===== config.mk =====
export PLATFORM = sky130hd
export DESIGN_NAME = parity_rr_scheduler
export DESIGN_NICKNAME = d
export VERILOG_FILES = /design/src/rtl/parity_rr_scheduler.sv
export SDC_FILE = /design/constraint.sdc
export NUM_CORES = 1
export LEC_CHECK = 0
export CAP_MARGIN = 20
export CORE_MARGIN = 8
export CORE_UTILIZATION = 48
export DETAILED_ROUTE_END_ITERATION = 7
export PLACE_DENSITY = 0.84
export SLEW_MARGIN = 20
export SYNTH_ARGS = -nofsm -noshare
export SYNTH_HDL_FRONTEND = slang
export SYNTH_SLANG_ARGS = --single-unit

===== constraint.sdc =====
create_clock -name clk -period 5.35 [get_ports clk]
set_input_delay 1.07 -clock clk [delete_from_list [all_inputs] [get_ports clk]]
set_output_delay 1.07 -clock clk [all_outputs]
set_load 0.005 [all_outputs]

===== src/rtl/parity_rr_scheduler.sv =====
// Round-robin arbiter feeding one serial parity lane; each granted word is shifted out LSB-first and judged.
// Latency: bits on lane at grant edge E0..E(DATA_W-1), verdict at E(DATA_W); no backpressure, requests wait in IDLE.
module parity_rr_scheduler #(
    parameter int NUM_REQ = 4,
    parameter int DATA_W  = 8,
    parameter int ID_W    = 2
) (
    input  logic                      clk,
    input  logic                      reset,
    input  logic [NUM_REQ-1:0]        req,
    input  logic [NUM_REQ*DATA_W-1:0] req_data,
    input  logic [NUM_REQ-1:0]        req_mode,
    output logic [NUM_REQ-1:0]        gnt,
    output logic                      ser_valid,
    output logic                      ser_data,
    output logic                      ser_mode,
    output logic                      busy,
    output logic                      done,
    output logic [ID_W-1:0]           done_id,
    output logic                      done_ok
);

    localparam int CNT_W = $clog2(DATA_W + 1);

    typedef enum logic {
        IDLE,
        SHIFT
    } state_t;

    state_t              state, state_nxt;
    logic [ID_W-1:0]     ptr, ptr_nxt;
    logic [ID_W-1:0]     id, id_nxt;
    logic [CNT_W-1:0]    cnt, cnt_nxt;
    logic                acc, acc_nxt;
    logic [DATA_W-1:0]   shreg, shreg_nxt;

    logic [NUM_REQ-1:0]  gnt_nxt;
    logic                ser_valid_nxt;
    logic                ser_data_nxt;
    logic                ser_mode_nxt;
    logic                busy_nxt;
    logic                done_nxt;
    logic [ID_W-1:0]     done_id_nxt;
    logic                done_ok_nxt;

    logic                found;
    logic [ID_W-1:0]     sel;
    logic [ID_W:0]       idx;
    logic [DATA_W-1:0]   word;
    logic                mode;

    // Scan from the pointer upward, wrapping, and take the first requester.
    always_comb begin
        found = 1'b0;
        sel   = '0;
        idx   = '0;
        for (int k = 0; k < NUM_REQ; k++) begin
            idx = {1'b0, ptr} + (ID_W + 1)'(k);
            if (idx >= (ID_W + 1)'(NUM_REQ)) begin
                idx = idx - (ID_W + 1)'(NUM_REQ);
            end
            if (!found && req[idx[ID_W-1:0]]) begin
                found = 1'b1;
                sel   = idx[ID_W-1:0];
            end
        end
    end

    always_comb begin
        word = '0;
        for (int i = 0; i < NUM_REQ; i++) begin
            if (sel == ID_W'(i)) begin
                word = req_data[i*DATA_W +: DATA_W];
            end
        end
        mode = req_mode[sel];
    end

    always_comb begin
        state_nxt     = state;
        ptr_nxt       = ptr;
        id_nxt        = id;
        cnt_nxt       = cnt;
        acc_nxt       = acc;
        shreg_nxt     = shreg;
        gnt_nxt       = '0;
        ser_valid_nxt = ser_valid;
        ser_data_nxt  = ser_data;
        ser_mode_nxt  = ser_mode;
        busy_nxt      = busy;
        done_nxt      = 1'b0;
        done_id_nxt   = done_id;
        done_ok_nxt   = done_ok;

        case (state)
            IDLE: begin
                if (found) begin
                    gnt_nxt       = NUM_REQ'(1) << sel;
                    id_nxt        = sel;
                    shreg_nxt     = word >> 1;
                    ser_valid_nxt = 1'b1;
                    ser_data_nxt  = word[0];
                    ser_mode_nxt  = mode;
                    busy_nxt      = 1'b1;
                    cnt_nxt       = CNT_W'(1);
                    acc_nxt       = word[0];
                    ptr_nxt       = (sel == ID_W'(NUM_REQ - 1)) ? '0 : sel + 1'b1;
                    state_nxt     = SHIFT;
                end
            end
            SHIFT: begin
                if (cnt == CNT_W'(DATA_W)) begin
                    ser_valid_nxt = 1'b0;
                    ser_data_nxt  = 1'b0;
                    ser_mode_nxt  = 1'b0;
                    busy_nxt      = 1'b0;
                    done_nxt      = 1'b1;
                    done_id_nxt   = id;
                    // ser_mode still carries the mode latched at the grant edge here.
                    done_ok_nxt   = (acc == ser_mode);
                    cnt_nxt       = '0;
                    acc_nxt       = 1'b0;
                    state_nxt     = IDLE;
                end else begin
                    ser_data_nxt  = shreg[0];
                    acc_nxt       = acc ^ shreg[0];
                    shreg_nxt     = shreg >> 1;
                    cnt_nxt       = cnt + 1'b1;
                end
            end
            default: begin
                state_nxt = IDLE;
            end
        endcase
    end

    always_ff @(posedge clk) begin
        if (reset) begin
            state     <= IDLE;
            ptr       <= '0;
            id        <= '0;
            cnt       <= '0;
            acc       <= 1'b0;
            shreg     <= '0;
            gnt       <= '0;
            ser_valid <= 1'b0;
            ser_data  <= 1'b0;
            ser_mode  <= 1'b0;
            busy      <= 1'b0;
            done      <= 1'b0;
            done_id   <= '0;
            done_ok   <= 1'b0;
        end else begin
            state     <= state_nxt;
            ptr       <= ptr_nxt;
            id        <= id_nxt;
            cnt       <= cnt_nxt;
            acc       <= acc_nxt;
            shreg     <= shreg_nxt;
            gnt       <= gnt_nxt;
            ser_valid <= ser_valid_nxt;
            ser_data  <= ser_data_nxt;
            ser_mode  <= ser_mode_nxt;
            busy      <= busy_nxt;
            done      <= done_nxt;
            done_id   <= done_id_nxt;
            done_ok   <= done_ok_nxt;
        end
    end

endmodule


Word-level counts from Yosys, hierarchy flattened --
Cells that the tools add are included.
Operators by class: mux-type cells 47, add/subtract/negate cells 9, equal/unequal tests 8, bitwise operators 3, shifts and indexed selects 1, $lt $le $gt $ge 9, reductions and logical operators 13
Operator list (count):
- 8-bit 2-to-1 mux | 6
- 1-bit 2-to-1 mux | 18
- 2-bit 2-to-1 mux | 9
- 8-bit one-hot mux with 2 select lines | 1
- 2-bit by 3-bit < comparator with 1-bit output (second input constant) | 5
- 1-bit binary-select mux with 2-bit select | 5
- 1-bit one-hot mux with 2 select lines | 5
- 3-bit >= comparator (second input constant) | 3
- 4-bit 2-to-1 mux | 2
- 4-bit one-hot mux with 2 select lines | 1
- 2-bit AND reduction | 4
- 2-bit by 1-bit subtractor with 2-bit output (second input constant) | 4
- 2-bit by 2-bit adder with 3-bit output (second input constant) | 2
- 4-bit by 1-bit adder with 4-bit output (second input constant) | 1
- 2-bit equality test (second input constant) | 2
- 4-bit equality test (second input constant) | 1
- 2-bit != test (second input constant) | 2
- 1-bit by 2-bit left shift with 4-bit output (first input constant) | 1
- 2-bit by 1-bit adder with 3-bit output (second input constant) | 1
- 2-bit by 3-bit >= comparator with 1-bit output (second input constant) | 1
- 1-bit logical AND | 3
- 1-bit logical NOT | 3
- 3-bit OR reduction | 1
- 2-bit by 1-bit adder with 2-bit output (second input constant) | 1
- other kinds (7) | 8
Storage, ports and cells: bits of input ports 42, register bits 29, output and inout port bits 12

Longest topological paths before layout --
depth in word-level cells 21, gate-level depth with buffers 13, gate-level depth less buffers 10

Worst setup path after synthesis --
Ideal clock, no wire load.
path type input to register, start input req[0], end register acc, path buffers 2, setup slack 2.331 ns, setup time 0.128 ns, cell stages on the path 12, required time 5.222 ns, arrival time 2.891 ns, cells stage by stage a21oi_1 -> o21ai_0 -> o2bb2a_1 -> clkbuf_1 -> inv_1 -> ha_1 -> nor2b_1 -> buf_2 -> a221oi_1 -> o41ai_2 -> a221oi_1 -> nor2_1
Between the ends: longest elaborated chain between the ends 19, elaborated cells on any way between the ends 33
Ends and longest elaborated chain:
- from (decl) | RTL line 10 | input logic [NUM_REQ-1:0] req,
- 1-bit binary-select mux with 2-bit select | RTL line 62 | if (!found && req[idx[ID_W-1:0]]) begin
- 1-bit 2-to-1 mux (not written as such) | RTL line 62
- 1-bit 2-to-1 mux | RTL line 62
- 1-bit logical NOT | RTL line 62
- 1-bit logical AND | RTL line 62
- 1-bit 2-to-1 mux | RTL line 62
- 1-bit logical NOT | RTL line 62
- 1-bit logical AND | RTL line 62
- [... 2 more ...]
- 1-bit logical AND | RTL line 62
- 2-bit 2-to-1 mux * | RTL line 62
- net sel[1] | RTL line 47 | logic [ID_W-1:0] sel;
- 2-bit logical NOT | RTL line 72 | if (sel == ID_W'(i)) begin
- 8-bit 2-to-1 mux (3 in series) | RTL line 72
- 8-bit 2-to-1 mux * | RTL line 72
- 1-bit 2-to-1 mux * | RTL line 97 | if (found) begin
- 1-bit one-hot mux with 2 select lines * | RTL line 95 | case (state)
- to (signal assigned) | RTL line 158 | acc <= acc_nxt;
- to (decl) | RTL line 34 | logic acc, acc_nxt;
The timed path passes the listed nets; every way through them passes the cells marked *. The select of a mux whose other input is x is not followed. A chain may end at the register's enable or synchronous reset.

Worst setup path in the final report --
start input req[0], end register ser_data
Between the ends: longest elaborated chain between the ends 19, elaborated cells on any way between the ends 33
Ends and longest elaborated chain:
- 1-bit binary-select mux with 2-bit select | RTL line 62
- 1-bit 2-to-1 mux (not written as such) | RTL line 62
- 1-bit 2-to-1 mux | RTL line 62
- 1-bit logical NOT | RTL line 62
- 1-bit logical AND | RTL line 62
- 1-bit 2-to-1 mux | RTL line 62
- 1-bit logical NOT | RTL line 62
- 1-bit logical AND | RTL line 62
- 1-bit 2-to-1 mux | RTL line 62
- 1-bit logical NOT | RTL line 62
- 1-bit logical AND | RTL line 62
- 2-bit 2-to-1 mux | RTL line 62
- 2-bit logical NOT | RTL line 72
- 8-bit 2-to-1 mux (4 in series) | RTL line 72
- 1-bit 2-to-1 mux | RTL line 97
- 1-bit one-hot mux with 2 select lines | RTL line 95
- to (signal assigned) | RTL line 162 | ser_data <= ser_data_nxt;
- to (decl) | RTL line 15 | output logic ser_data,
Several ways; a longest one is shown, not always the timed one. The select of a mux whose other input is x is not followed.

==> results.md <==
- Outcome: completed
- WP buf/inv: 2
- Row cnt: 21
- CP Capture Type: flop
- Critical R2R Launch: ptr[1]
- H-tree levels: 1
- Post-synthesis adder-cell area fraction: 4.76%
- DIE AREA: 5370 um^2
- Clk_skew: 12.8 ps
- Multiplexer share of the synthesized area: 3.49%
- Hold Startpoint: shreg[5]
- Placed cell count: 280
- Relative slew margins: 41.3%
- Share of cells above drive strength 1: 3.80%
- Worst slew pin tran: 878 ps
- XOR/XNOR Fraction of Synth Area: 0.556%
- Vias per cell: 5.36
- Buffer depth of the longest clock path: 2
- Synthesized area: 1580 um^2
- Crit path cell chain: clkdlybuf4s50_1 -> a21oi_1 -> o21ai_0 -> o2bb2a_1 -> inv_1 -> ha_1 -> nor2b_1 -> a221oi_1 -> o41ai_2 -> a211oi_1 -> nor3_1
- GRT overflow: 0
- Die Width: 73.3 um
- DR WL/cell: 14.0 um
- Crit path kind: in2reg
- P_leak: 0.822 nW
- Antenna-violating nets left: 0
- Post-CTS setup buffers: 0
- Post-CTS Resized: 0
- Dominant synthesized flop cell: dfxtp_1
- Vias: 1517
- Commonest non-fill, non-tap cell in the layout: clkdlybuf4s50_1
- Fmax: about 280 MHz
- CTS Hold Bufs: 0
- Seq cells post-synth: 28
- R2R cell count: 10
- PD cells: ~220 nW/um^2
- Cell depth of the worst setup path: 11
- Crit-path max cell delay: 500 ps
- Maximum vdd ir drop: 0.208 mV
- R2R Path End: ser_data
- Post-Synth Simple-Gate Area: 25.7%
- Final GP Congestion: roughly 0.79
- CP Launch Point: req[0]
- Hpwl dp: 3.09 mm
- Layout Cells excl Fill: ~280
- Total CTS buffers: 3
- Area growth syn-to-layout: 34.2%
- DRC errors left: 0
- Endpoints failing setup: 0
- Synth Area in Compound Gates: 23.6%
- Ys Warns: 0
- Crit path capture: ser_data
- Final Critical Period: about 3600 ps
- Vias in the first global route: 1431
- RSZ-0062 raised after global routing: no
- Post-Route WL: 3.96 mm
- Syn_area_per_cell: 8.04 um^2
- CORE AREA: approximately 3200 um^2
- Critical path's top delay family: compound AO/OA/AOI/OAI gates
- CTS tree: yes
- Final worst setup slack: 1790 ps
- Flop-to-flop setup slack: 2690 ps
- Cell variety after synth: 42
- Wire length of the first global-routing pass: 6.56 mm
- CP Max Fanout: 10
- Asr flop ratio synth: 0%
- Arrival @ worst endpoint: 3820 ps
- CTS sink count: 28
- Hold/Removal Path Class: reg2reg
- Mapped Cells: 196
- Final net count: 287
- Combinational family with the most area after synthesis: simple AND/OR/NAND/NOR gates
- EDFF count, synth: 0
- DR pass1 iterations: 4
- GRT Util Overall: 15.0%
- Largest net degree at the start of global routing: 28
- Clock transition at the registers of the reported paths: about 150 ps
- IO Pins: 54
- DIE HEIGHT: approximately 73 um
- Initial core utilization: 48.8%
- Initial DRC Count: 96
- Commonest non-fill, non-tap cells in the layout: clkdlybuf4s50_1, dfxtp_1, a21oi_1, nor2_1, nand2_1
- Clock Tree Root: clkbuf_4
- Dpl ws: 1460 ps
- Worst setup SP type: input port
- Number of buffers added on ports: 53
- Final cycle utilization of the critical path: 66.6%
- Final Hold Fails: 0
- TNS Setup: 0 ps
- Post-Syn Nets: 244
- Antenna violations before repair: 0
- # diodes: 0
- Worst-skew pair later-pin latency: approximately 330 ps
- Slew Limit Fails: 0
- Slowest CP cell: clkdlybuf4s50_1
- Max-Cap Viols: 0
- WP data required: 5600 ps
- Post-synthesis sequential area ratio: a little over a third
[metrics by stage]
| stage | power [mW] | cell area [um^2] | hold WS [ps] | utilization [%] |
|---|---|---|---|---|
| 5_1_grt | 0.499 | 2120 | 487 | 65.5 |
| 6_report | 0.470 | 2120 | 462 | 65.5 |
| 2_1_floorplan | 0.335 | 1580 | 431 | - |
| 4_1_cts | 0.474 | 2120 | 470 | 65.5 |
| 3_5_place_dp | 0.391 | 2090 | 451 | 64.8 |
| 3_3_place_gp | 0.387 | 2090 | 439 | 64.8 |
[layer usage]
| layer | track usage [%] | share of wire [%] | up-vias |
|---|---|---|---|
| met2 | 26.1 | 53 | 41 |
| met1 | 17.9 | 41 | 696 |
| met5 | 0 | 0 | - |
| li1 | - | - | 778 |
| met3 | 3.82 | 5.5 | 2 |
| met4 | 3.55 | 0.81 | 0 |
[synth_stat cells (2+ instances only)]
cell type,n,area (um^2)
dfxtp_1,28,561
a21oi_1,24,120
nand2_1,19,71.3
nor2_1,19,71.3
clkbuf_1,9,33.8
nand2b_1,9,56.3
nor2b_1,9,56.3
a221oi_1,8,70.1
nand3_1,7,35.0
ha_1,6,75.1
inv_1,6,22.5
o31ai_1,6,45.0
o21ai_0,5,25.0
mux2i_1,4,40.0
buf_2,3,15.0
buf_4,3,22.5
nand3b_1,3,22.5
a31oi_1,2,12.5
and2_1,2,12.5
nor3_1,2,10.0
[area by class of cell]
type / count / area [um^2]
fillers: 296 / 1120
multi-input cells: 146 / 916
flip-flops and latches: 28 / 561
repair buffers: 53 / 531
well taps: 46 / 57.6
inverters: 7 / 28.8
clock buffers: 3 / 22.5
[how the worst min path moves through the flow]
stage	to	cells past startpoint	slack, ps
floorplan	shreg[1]	2	430
global placement	shreg[4]	2	440
detailed placement	shreg[5]	2	450
CTS	shreg[5]	2	470
global route	shreg[2]	2	490
finish	shreg[5]	2	460
[report_power, final]
part | internal, mW | switching (mW)
Clock | 0.0264 | 0.0583
Combinational | 0.0812 | 0.0655
Sequential | 0.225 | 0.0140
[worst reg2reg max path: stages (launching register included)]
cell and delay, ps:
dfxtp_1 390, a21oi_1 140, o21ai_0 80, o2bb2a_1 370, inv_1 100, ha_1 330
nor2b_1 430, a221oi_1 170, o41ai_2 350, a211oi_1 80, nor3_1 170
[state kept, by name, summed over array words and instances (netlist names)]
register	count
shreg	7
cnt	4
gnt	4
done_id	2
id	2
ptr	2
acc	1
busy	1
done	1
done_ok	1
ser_data	1
ser_mode	1
state	1
[logic make-up after synthesis]
family,Yosys count
AO/OA/AOI/OAI,56
adder cells (fa/ha/maj),6
flip-flops,28
buffers and inverters,22
AND/OR/NAND/NOR,78
XOR/XNOR,1
multiplexers,5
(Power assumes the default switching activity.)
